## config.mk

```make
export PLATFORM = sky130hd
export DESIGN_NAME = pong_game_ctrl_flat
export DESIGN_NICKNAME = d
export VERILOG_FILES = /design/src/rtl/pong_pkg.sv /design/src/rtl/pong_game_ctrl_if.sv /design/src/rtl/pong_game_ctrl_frame_timer.sv /design/src/rtl/pong_game_ctrl.sv /design/src/flat_wrapper.sv
export SDC_FILE = /design/constraint.sdc
export NUM_CORES = 1
export LEC_CHECK = 0
export ABC_CLOCK_PERIOD_IN_PS = 2700
export CAP_MARGIN = 20
export CORE_UTILIZATION = 25
export DETAILED_ROUTE_END_ITERATION = 7
export HOLD_SLACK_MARGIN = 0.02
export PLACE_DENSITY = 0.48
export SKIP_LAST_GASP = 1
export SYNTH_ARGS = -nofsm -noshare
export SYNTH_HDL_FRONTEND = slang
export SYNTH_SLANG_ARGS = --single-unit
```

## constraint.sdc

```tcl
create_clock -name clk -period 2.7 [get_ports clk]
set_input_delay 0.27 -clock clk [delete_from_list [all_inputs] [get_ports clk]]
set_output_delay 0.27 -clock clk [all_outputs]
set_load 0.02 [all_outputs]
```

## src/rtl/pong_pkg.sv

```systemverilog
`default_nettype none
// ============================================================================
// Module  : pong_pkg
// Purpose : Shared types and constants for the Pong match sequencer.
//           - state_t        : match sequencer states
//           - DIR_A / DIR_B  : serve direction encodings
//           - SCORE_W_DEFAULT: default score counter width
// Revision: 1.0 - initial release
// ============================================================================
package pong_pkg;

  localparam int SCORE_W_DEFAULT = 4;

  // Serve direction: the ball is served toward the player who lost the point.
  localparam logic DIR_A = 1'b0;
  localparam logic DIR_B = 1'b1;

  typedef enum logic [2:0] {
    IDLE  = 3'd0,
    SERVE = 3'd1,
    PLAY  = 3'd2,
    POINT = 3'd3,
    OVER  = 3'd4
  } state_t;

endpackage
`default_nettype wire

```

## src/rtl/pong_game_ctrl_if.sv

```systemverilog
`default_nettype none
// ============================================================================
// Module  : pong_game_ctrl_if
// Purpose : Bundles the match sequencer's control inputs and status outputs.
// Ports   : frame_tick, start, lossA, lossB   (environment -> sequencer)
//           gmv, ball_rst, serve_dir, score_a, score_b, game_over, winner
//                                             (sequencer -> environment)
// Modports: master - environment side (drives frame_tick/start/loss levels)
//           slave  - sequencer side (pong_game_ctrl)
// Revision: 1.0 - initial release
// ============================================================================
interface pong_game_ctrl_if
  import pong_pkg::*;
#(
  parameter int SCORE_W = SCORE_W_DEFAULT
);
  logic               frame_tick;
  logic               start;
  logic               lossA;
  logic               lossB;
  logic               gmv;
  logic               ball_rst;
  logic               serve_dir;
  logic [SCORE_W-1:0] score_a;
  logic [SCORE_W-1:0] score_b;
  logic               game_over;
  logic               winner;

  modport master (
    output frame_tick, start, lossA, lossB,
    input  gmv, ball_rst, serve_dir, score_a, score_b, game_over, winner
  );

  modport slave (
    input  frame_tick, start, lossA, lossB,
    output gmv, ball_rst, serve_dir, score_a, score_b, game_over, winner
  );

endinterface
`default_nettype wire

```

## src/rtl/pong_game_ctrl_frame_timer.sv

```systemverilog
`default_nettype none
// ============================================================================
// Module  : frame_timer
// Purpose : Loadable frame down-counter shared by the SERVE and POINT phases.
// Ports   : clk, rst   - clock, synchronous active-high reset
//           load       - load load_val (wins over tick)
//           load_val   - frame count to load
//           tick       - one-cycle frame strobe, decrements the count
//           done       - high on the tick cycle where the count is 1
// Revision: 1.0 - initial release
// ============================================================================
module frame_timer
  import pong_pkg::*;
#(
  parameter int FCNT_W = 8
) (
  input  logic              clk,
  input  logic              rst,
  input  logic              load,
  input  logic [FCNT_W-1:0] load_val,
  input  logic              tick,
  output logic              done
);

  logic [FCNT_W-1:0] count;

  always_ff @(posedge clk) begin
    if (rst) begin
      count <= '0;
    end else if (load) begin
      count <= load_val;
    end else if (tick && (count != '0)) begin
      count <= count - 1'b1;
    end
  end

  // Expiry coincides with the final tick so a load-count of N spans N ticks.
  assign done = tick && (count == FCNT_W'(1));

endmodule
`default_nettype wire

```

## src/rtl/pong_game_ctrl.sv

```systemverilog
`default_nettype none
// ============================================================================
// Module  : pong_game_ctrl
// Purpose : Pong match sequencer. Gates ball motion, re-centres the ball,
//           chooses the serve direction, keeps score and declares a winner.
//           All delays are counted in video frames.
// Ports   : clk, rst - clock, synchronous active-high reset
//           bus      - pong_game_ctrl_if.slave (frame_tick, start, lossA,
//                      lossB in; gmv, ball_rst, serve_dir, score_a, score_b,
//                      game_over, winner out)
// Revision: 1.0 - initial release
// ============================================================================
module pong_game_ctrl
  import pong_pkg::*;
#(
  parameter int SCORE_W      = SCORE_W_DEFAULT,
  parameter int WIN_SCORE    = 7,
  parameter int SERVE_FRAMES = 60,
  parameter int HOLD_FRAMES  = 90,
  parameter int FCNT_W       = 8
) (
  input logic             clk,
  input logic             rst,
  pong_game_ctrl_if.slave bus
);

  localparam logic [FCNT_W-1:0]  SERVE_LOAD = FCNT_W'(SERVE_FRAMES);
  localparam logic [FCNT_W-1:0]  HOLD_LOAD  = FCNT_W'(HOLD_FRAMES);
  localparam logic [SCORE_W-1:0] WIN_VAL    = SCORE_W'(WIN_SCORE);

  state_t             state, state_n;
  logic [SCORE_W-1:0] score_a, score_a_n;
  logic [SCORE_W-1:0] score_b, score_b_n;
  logic               serve_dir, serve_dir_n;
  logic               winner, winner_n;

  logic               tmr_load;
  logic [FCNT_W-1:0]  tmr_val;
  logic               tmr_tick;
  logic               tmr_done;

  // Ticks only matter while a countdown is running.
  assign tmr_tick = bus.frame_tick && ((state == SERVE) || (state == POINT));

  frame_timer #(
    .FCNT_W (FCNT_W)
  ) u_frame_timer (
    .clk      (clk),
    .rst      (rst),
    .load     (tmr_load),
    .load_val (tmr_val),
    .tick     (tmr_tick),
    .done     (tmr_done)
  );

  always_comb begin
    state_n     = state;
    score_a_n   = score_a;
    score_b_n   = score_b;
    serve_dir_n = serve_dir;
    winner_n    = winner;
    tmr_load    = 1'b0;
    tmr_val     = SERVE_LOAD;

    unique case (state)
      IDLE, OVER: begin
        // A new match keeps serve_dir so the last loser serves first.
        if (bus.start) begin
          state_n   = SERVE;
          score_a_n = '0;
          score_b_n = '0;
          tmr_load  = 1'b1;
          tmr_val   = SERVE_LOAD;
        end
      end

      SERVE: begin
        if (tmr_done) begin
          state_n = PLAY;
        end
      end

      PLAY: begin
        // Only the first loss cycle counts; PLAY is left immediately.
        if (bus.lossA || bus.lossB) begin
          if (bus.lossA && !bus.lossB) begin
            score_b_n   = score_b + 1'b1;
            serve_dir_n = DIR_A;
          end else if (bus.lossB && !bus.lossA) begin
            score_a_n   = score_a + 1'b1;
            serve_dir_n = DIR_B;
          end
          state_n  = POINT;
          tmr_load = 1'b1;
          tmr_val  = HOLD_LOAD;
        end
      end

      POINT: begin
        if (tmr_done) begin
          if ((score_a == WIN_VAL) || (score_b == WIN_VAL)) begin
            state_n  = OVER;
            winner_n = (score_b == WIN_VAL);
          end else begin
            state_n  = SERVE;
            tmr_load = 1'b1;
            tmr_val  = SERVE_LOAD;
          end
        end
      end

      default: begin
        state_n = IDLE;
      end
    endcase
  end

  always_ff @(posedge clk) begin
    if (rst) begin
      state     <= IDLE;
      score_a   <= '0;
      score_b   <= '0;
      serve_dir <= DIR_A;
      winner    <= 1'b0;
    end else begin
      state     <= state_n;
      score_a   <= score_a_n;
      score_b   <= score_b_n;
      serve_dir <= serve_dir_n;
      winner    <= winner_n;
    end
  end

  // Outputs decode registered state only.
  assign bus.gmv       = (state == PLAY);
  assign bus.ball_rst  = (state != PLAY);
  assign bus.game_over = (state == OVER);
  assign bus.score_a   = score_a;
  assign bus.score_b   = score_b;
  assign bus.serve_dir = serve_dir;
  assign bus.winner    = winner;

endmodule
`default_nettype wire

```

## src/flat_wrapper.sv

```systemverilog
// flat-port wrapper written by rule: the top's interface ports become plain ports
module pong_game_ctrl_flat import pong_pkg::*;
#(
  parameter int SCORE_W      = SCORE_W_DEFAULT,
  parameter int WIN_SCORE    = 7,
  parameter int SERVE_FRAMES = 60,
  parameter int HOLD_FRAMES  = 90,
  parameter int FCNT_W       = 8
)
  (clk, rst, bus_frame_tick, bus_start, bus_lossA, bus_lossB, bus_gmv, bus_ball_rst, bus_serve_dir, bus_score_a, bus_score_b, bus_game_over, bus_winner);
  pong_game_ctrl_if #(.SCORE_W(SCORE_W)) bus_i ();
  input logic clk;
  input logic rst;
  input wire logic [$bits(bus_i.frame_tick)-1:0] bus_frame_tick;
  input wire logic [$bits(bus_i.start)-1:0] bus_start;
  input wire logic [$bits(bus_i.lossA)-1:0] bus_lossA;
  input wire logic [$bits(bus_i.lossB)-1:0] bus_lossB;
  output wire logic [$bits(bus_i.gmv)-1:0] bus_gmv;
  output wire logic [$bits(bus_i.ball_rst)-1:0] bus_ball_rst;
  output wire logic [$bits(bus_i.serve_dir)-1:0] bus_serve_dir;
  output wire logic [$bits(bus_i.score_a)-1:0] bus_score_a;
  output wire logic [$bits(bus_i.score_b)-1:0] bus_score_b;
  output wire logic [$bits(bus_i.game_over)-1:0] bus_game_over;
  output wire logic [$bits(bus_i.winner)-1:0] bus_winner;
  assign bus_i.frame_tick = bus_frame_tick;
  assign bus_i.start = bus_start;
  assign bus_i.lossA = bus_lossA;
  assign bus_i.lossB = bus_lossB;
  assign bus_gmv = bus_i.gmv;
  assign bus_ball_rst = bus_i.ball_rst;
  assign bus_serve_dir = bus_i.serve_dir;
  assign bus_score_a = bus_i.score_a;
  assign bus_score_b = bus_i.score_b;
  assign bus_game_over = bus_i.game_over;
  assign bus_winner = bus_i.winner;
  pong_game_ctrl #(.SCORE_W(SCORE_W), .WIN_SCORE(WIN_SCORE), .SERVE_FRAMES(SERVE_FRAMES), .HOLD_FRAMES(HOLD_FRAMES), .FCNT_W(FCNT_W)) u_core (.clk(clk), .rst(rst), .bus(bus_i));
endmodule
```

==> summary.txt <==
Status
  • Status: completed

Clocking
  • CTS Sinks: 21
  • Clock Path Buffers: 2
  • Post-CTS Setup Inserts: 0
  • Clock slew at reported path FFs: about 0.08 ns
  • Root buffer cell: clkbuf_8
  • Hold_buf cts: 0
  • CTS buffer count: 3
  • H-tree depth: 1
  • CTS tree: done
  • Latest clock arrival within the worst-skew pair: approximately 0.26 ns
  • Post-CTS sizing: 0

STA
  • Worst setup margin: ~0.34 ns
  • Finish-stage setup viols: 0
  • Hold Fails Final Rpt: 0
  • Pins over their slew limit: 0
  • Worst slew pin tran: 0.662 ns
  • Rel. slew slack: 55.7%
  • RSZ-0062 raised after global routing: false
  • Setup tns final: 0 ns
  • Max frequency: ~420 MHz
  • Min Tclk post-route: between 2 and 2.5 ns
  • Tcrit/Tclk final: 87.3%
  • Skew final: roughly 0.0063 ns

Routing
  • Routed vias/inst: ~4.8
  • Routed WL: roughly 2900 µm
  • Wire per inst: approximately 13 µm
  • DRC: 0
  • Via count: ~1,100
  • DR pass1 iterations: 4
  • ANT nets after route: 0
  • DRT iter0 DRCs: between 80 and 90

Layout
  • Final Cell Area: 0.00154 mm²
  • FILL cells: roughly 520
  • P&R area growth vs syn: 24.3%
  • Layout Nets: about 180
  • N_diodes: 0
  • Ratio of cells with drive above 1 in the final layout: around 8.5%

Pwr
  • Static leakage: 0.000554 µW
  • Total power: between 600 and 700 µW
  • Max VDD drop: around 0.25 mV
  • PD cells: roughly 450 mW/mm²

Worst hold path
  • Hold crit path type: reg -> reg

Logic synthesis
  • Sequential-to-total area share from yosys stat: 33.8%
  • Mapped Avg Cell Area: 8.63 µm²
  • Cells after Synth: 144
  • Post-synth ARST share: 0%
  • Ys flop type: dfxtp_1
  • Dominant cells by area after synthesis: dfxtp_1, ha_1, a21oi_1
  • Synthesized flop and latch total: 21
  • Syn Nets: about 160
  • Top cell type's share of synthesized area: between 30% and 40%
  • Synthesized cell area: about 0.0012 mm²
  • YS warnings: 0
  • Cell accounting for the most synthesized area: dfxtp_1
  • Synth cell types: between 40 and 50
  • Post-synth EDFFs: 0

Critical path
  • Worst path max stage delay: between 0.6 and 0.7 ns
  • Cells along the critical path: or3b_2 -> inv_1 -> clkdlybuf4s50_1
  • Critical Path RT: around 2.4 ns
  • Worst-path fanout max: 11
  • Startpoint types: register
  • CP max-delay cell: clkdlybuf4s50_1
  • Crit. End Element: primary output
  • CP Data Arrival Time: between 2 and 2.5 ns
  • Worst Path Class, Setup: reg -> out

Placed design
  • Dpl cell area: around 0.0015 mm²
  • DP HPWL: approximately 2200 µm
  • Port buffer count: 18
  • Worst slack at placement: 0.549 ns
  • Final GP Congestion: about 0.76

GRT
  • Total GRT Usage: a little under an eighth
  • Initial antenna violation count: 0
  • Gr ovfl total: 0
  • First-pass GRT wire length: ~5000 µm
  • Largest net degree at the start of global routing: 14
  • Vias in the first global route: 1,081

Floorplanning
  • Row Count: 25
  • Initial Util: about a quarter
  • Die height: slightly above 70 µm
  • Die Width: 72.5 µm
  • Ports: 19
  • Core box area: about 0.0048 mm²
  • Die ar.: between 0.005 and 0.006 mm²

Run
  • MaxCap Viol Count: 0
==> sequential cells by signal, summed over array words and instances, names as in the netlist <==
register / count
u_core.bus.score_b: 4
u_core.bus.winner: 1
u_core.bus.serve_dir: 1
u_core.u_frame_timer.count: 8
u_core.bus.score_a: 4
u_core.state: 3
==> worst max-delay path, delay by kind of cell, from the launching register on <==
family / cells / cell delay [ns]
flops: 1 / 0.52
buf+inv: 2 / 0.77
simple gates: 1 / 0.53
==> synth_stat cells, types with 3 or more instances <==
cell / number
a21oi_1: 16
xor2_1: 5
nand2_1: 4
nor3_1: 8
nand2b_1: 3
a31oi_1: 3
dfxtp_1: 21
inv_1: 9
ha_1: 8
xnor2_1: 5
nor2_1: 16
nand3_1: 8
nor3b_1: 3
==> metal layers <==
metal	track usage (%)	up-vias	wire [µm]
met5	0	-	0
met4	1.31	0	6
met3	3.33	2	132
li1	-	553	-
met2	20.0	25	1330
met1	15.7	528	1460
==> worst paths after layout <==
kind	start	endpoint	slack, ns	cells past startpoint
worst max-delay path	u_core.state[1]	bus_gmv	0.34	3
worst min-delay path	u_core.bus.winner	u_core.bus.winner	0.50	2
worst max register to register	u_core.u_frame_timer.count[1]	u_core.u_frame_timer.count[2]	0.85	7
worst min register to register	u_core.bus.winner	u_core.bus.winner	0.50	2
==> power by group <==
group	leakage (µW)	internal (µW)	total, µW	switching [µW]
registers	0.000171	324	342	17.7
clock network	0.0000228	105	212	107
logic	0.000360	60.3	136	76.0
==> per-stage QoR <==
stage                     cells  util [%]  hold slack, ns
after detailed placement    227      31.5           0.486
after global routing        231      32.5           0.543
final                       231      32.5           0.497
after floorplan             144         -           0.340
after global placement      227      31.5           0.496
after CTS                   231      32.5           0.511
==> placed cells by master (no fill, tap or decap), drive strengths merged, types with 2 or more instances in the layout <==
cell	count
dfxtp	21
clkdlybuf4s50	18
a21oi	16
nor2	16
inv	9
nor3	8
nand3	8
ha	8
xor2	5
xnor2	5
nand2	4
nor3b	4
clkbuf	4
nand2b	3
a31oi	3
nand3b	3
nand4	3
o21bai	2
and3	2
a311oi	2
buf	2
nor4	2
o21ai	2
==> area by class of cell <==
class | instances | area, µm² | area share [%]
Sequential cell | 21 | 420 | 27.2
Multi-Input combinational cell | 110 | 766 | 49.6
Clock buffer | 4 | 45.0 | 2.92
Inverter | 9 | 33.8 | 2.19
Tap cell | 67 | 83.8 | 5.43
Timing Repair Buffer | 20 | 195 | 12.6
==> kinds of logic (layout without fill, tap and decap cells) <==
| group | Yosys count | in the layout | synth area share, % |
|---|---|---|---|
| buf+inv | 13 | 33 | 4.53 |
| flops | 21 | 21 | 33.8 |
| compound gates | 31 | 31 | 15.5 |
| fa+ha+maj | 8 | 8 | 8.06 |
| simple gates | 60 | 60 | 30.2 |
| xor+xnor | 10 | 10 | 7.05 |
| mux | 1 | 1 | 0.806 |
Power figures use the tool's default switching activity.
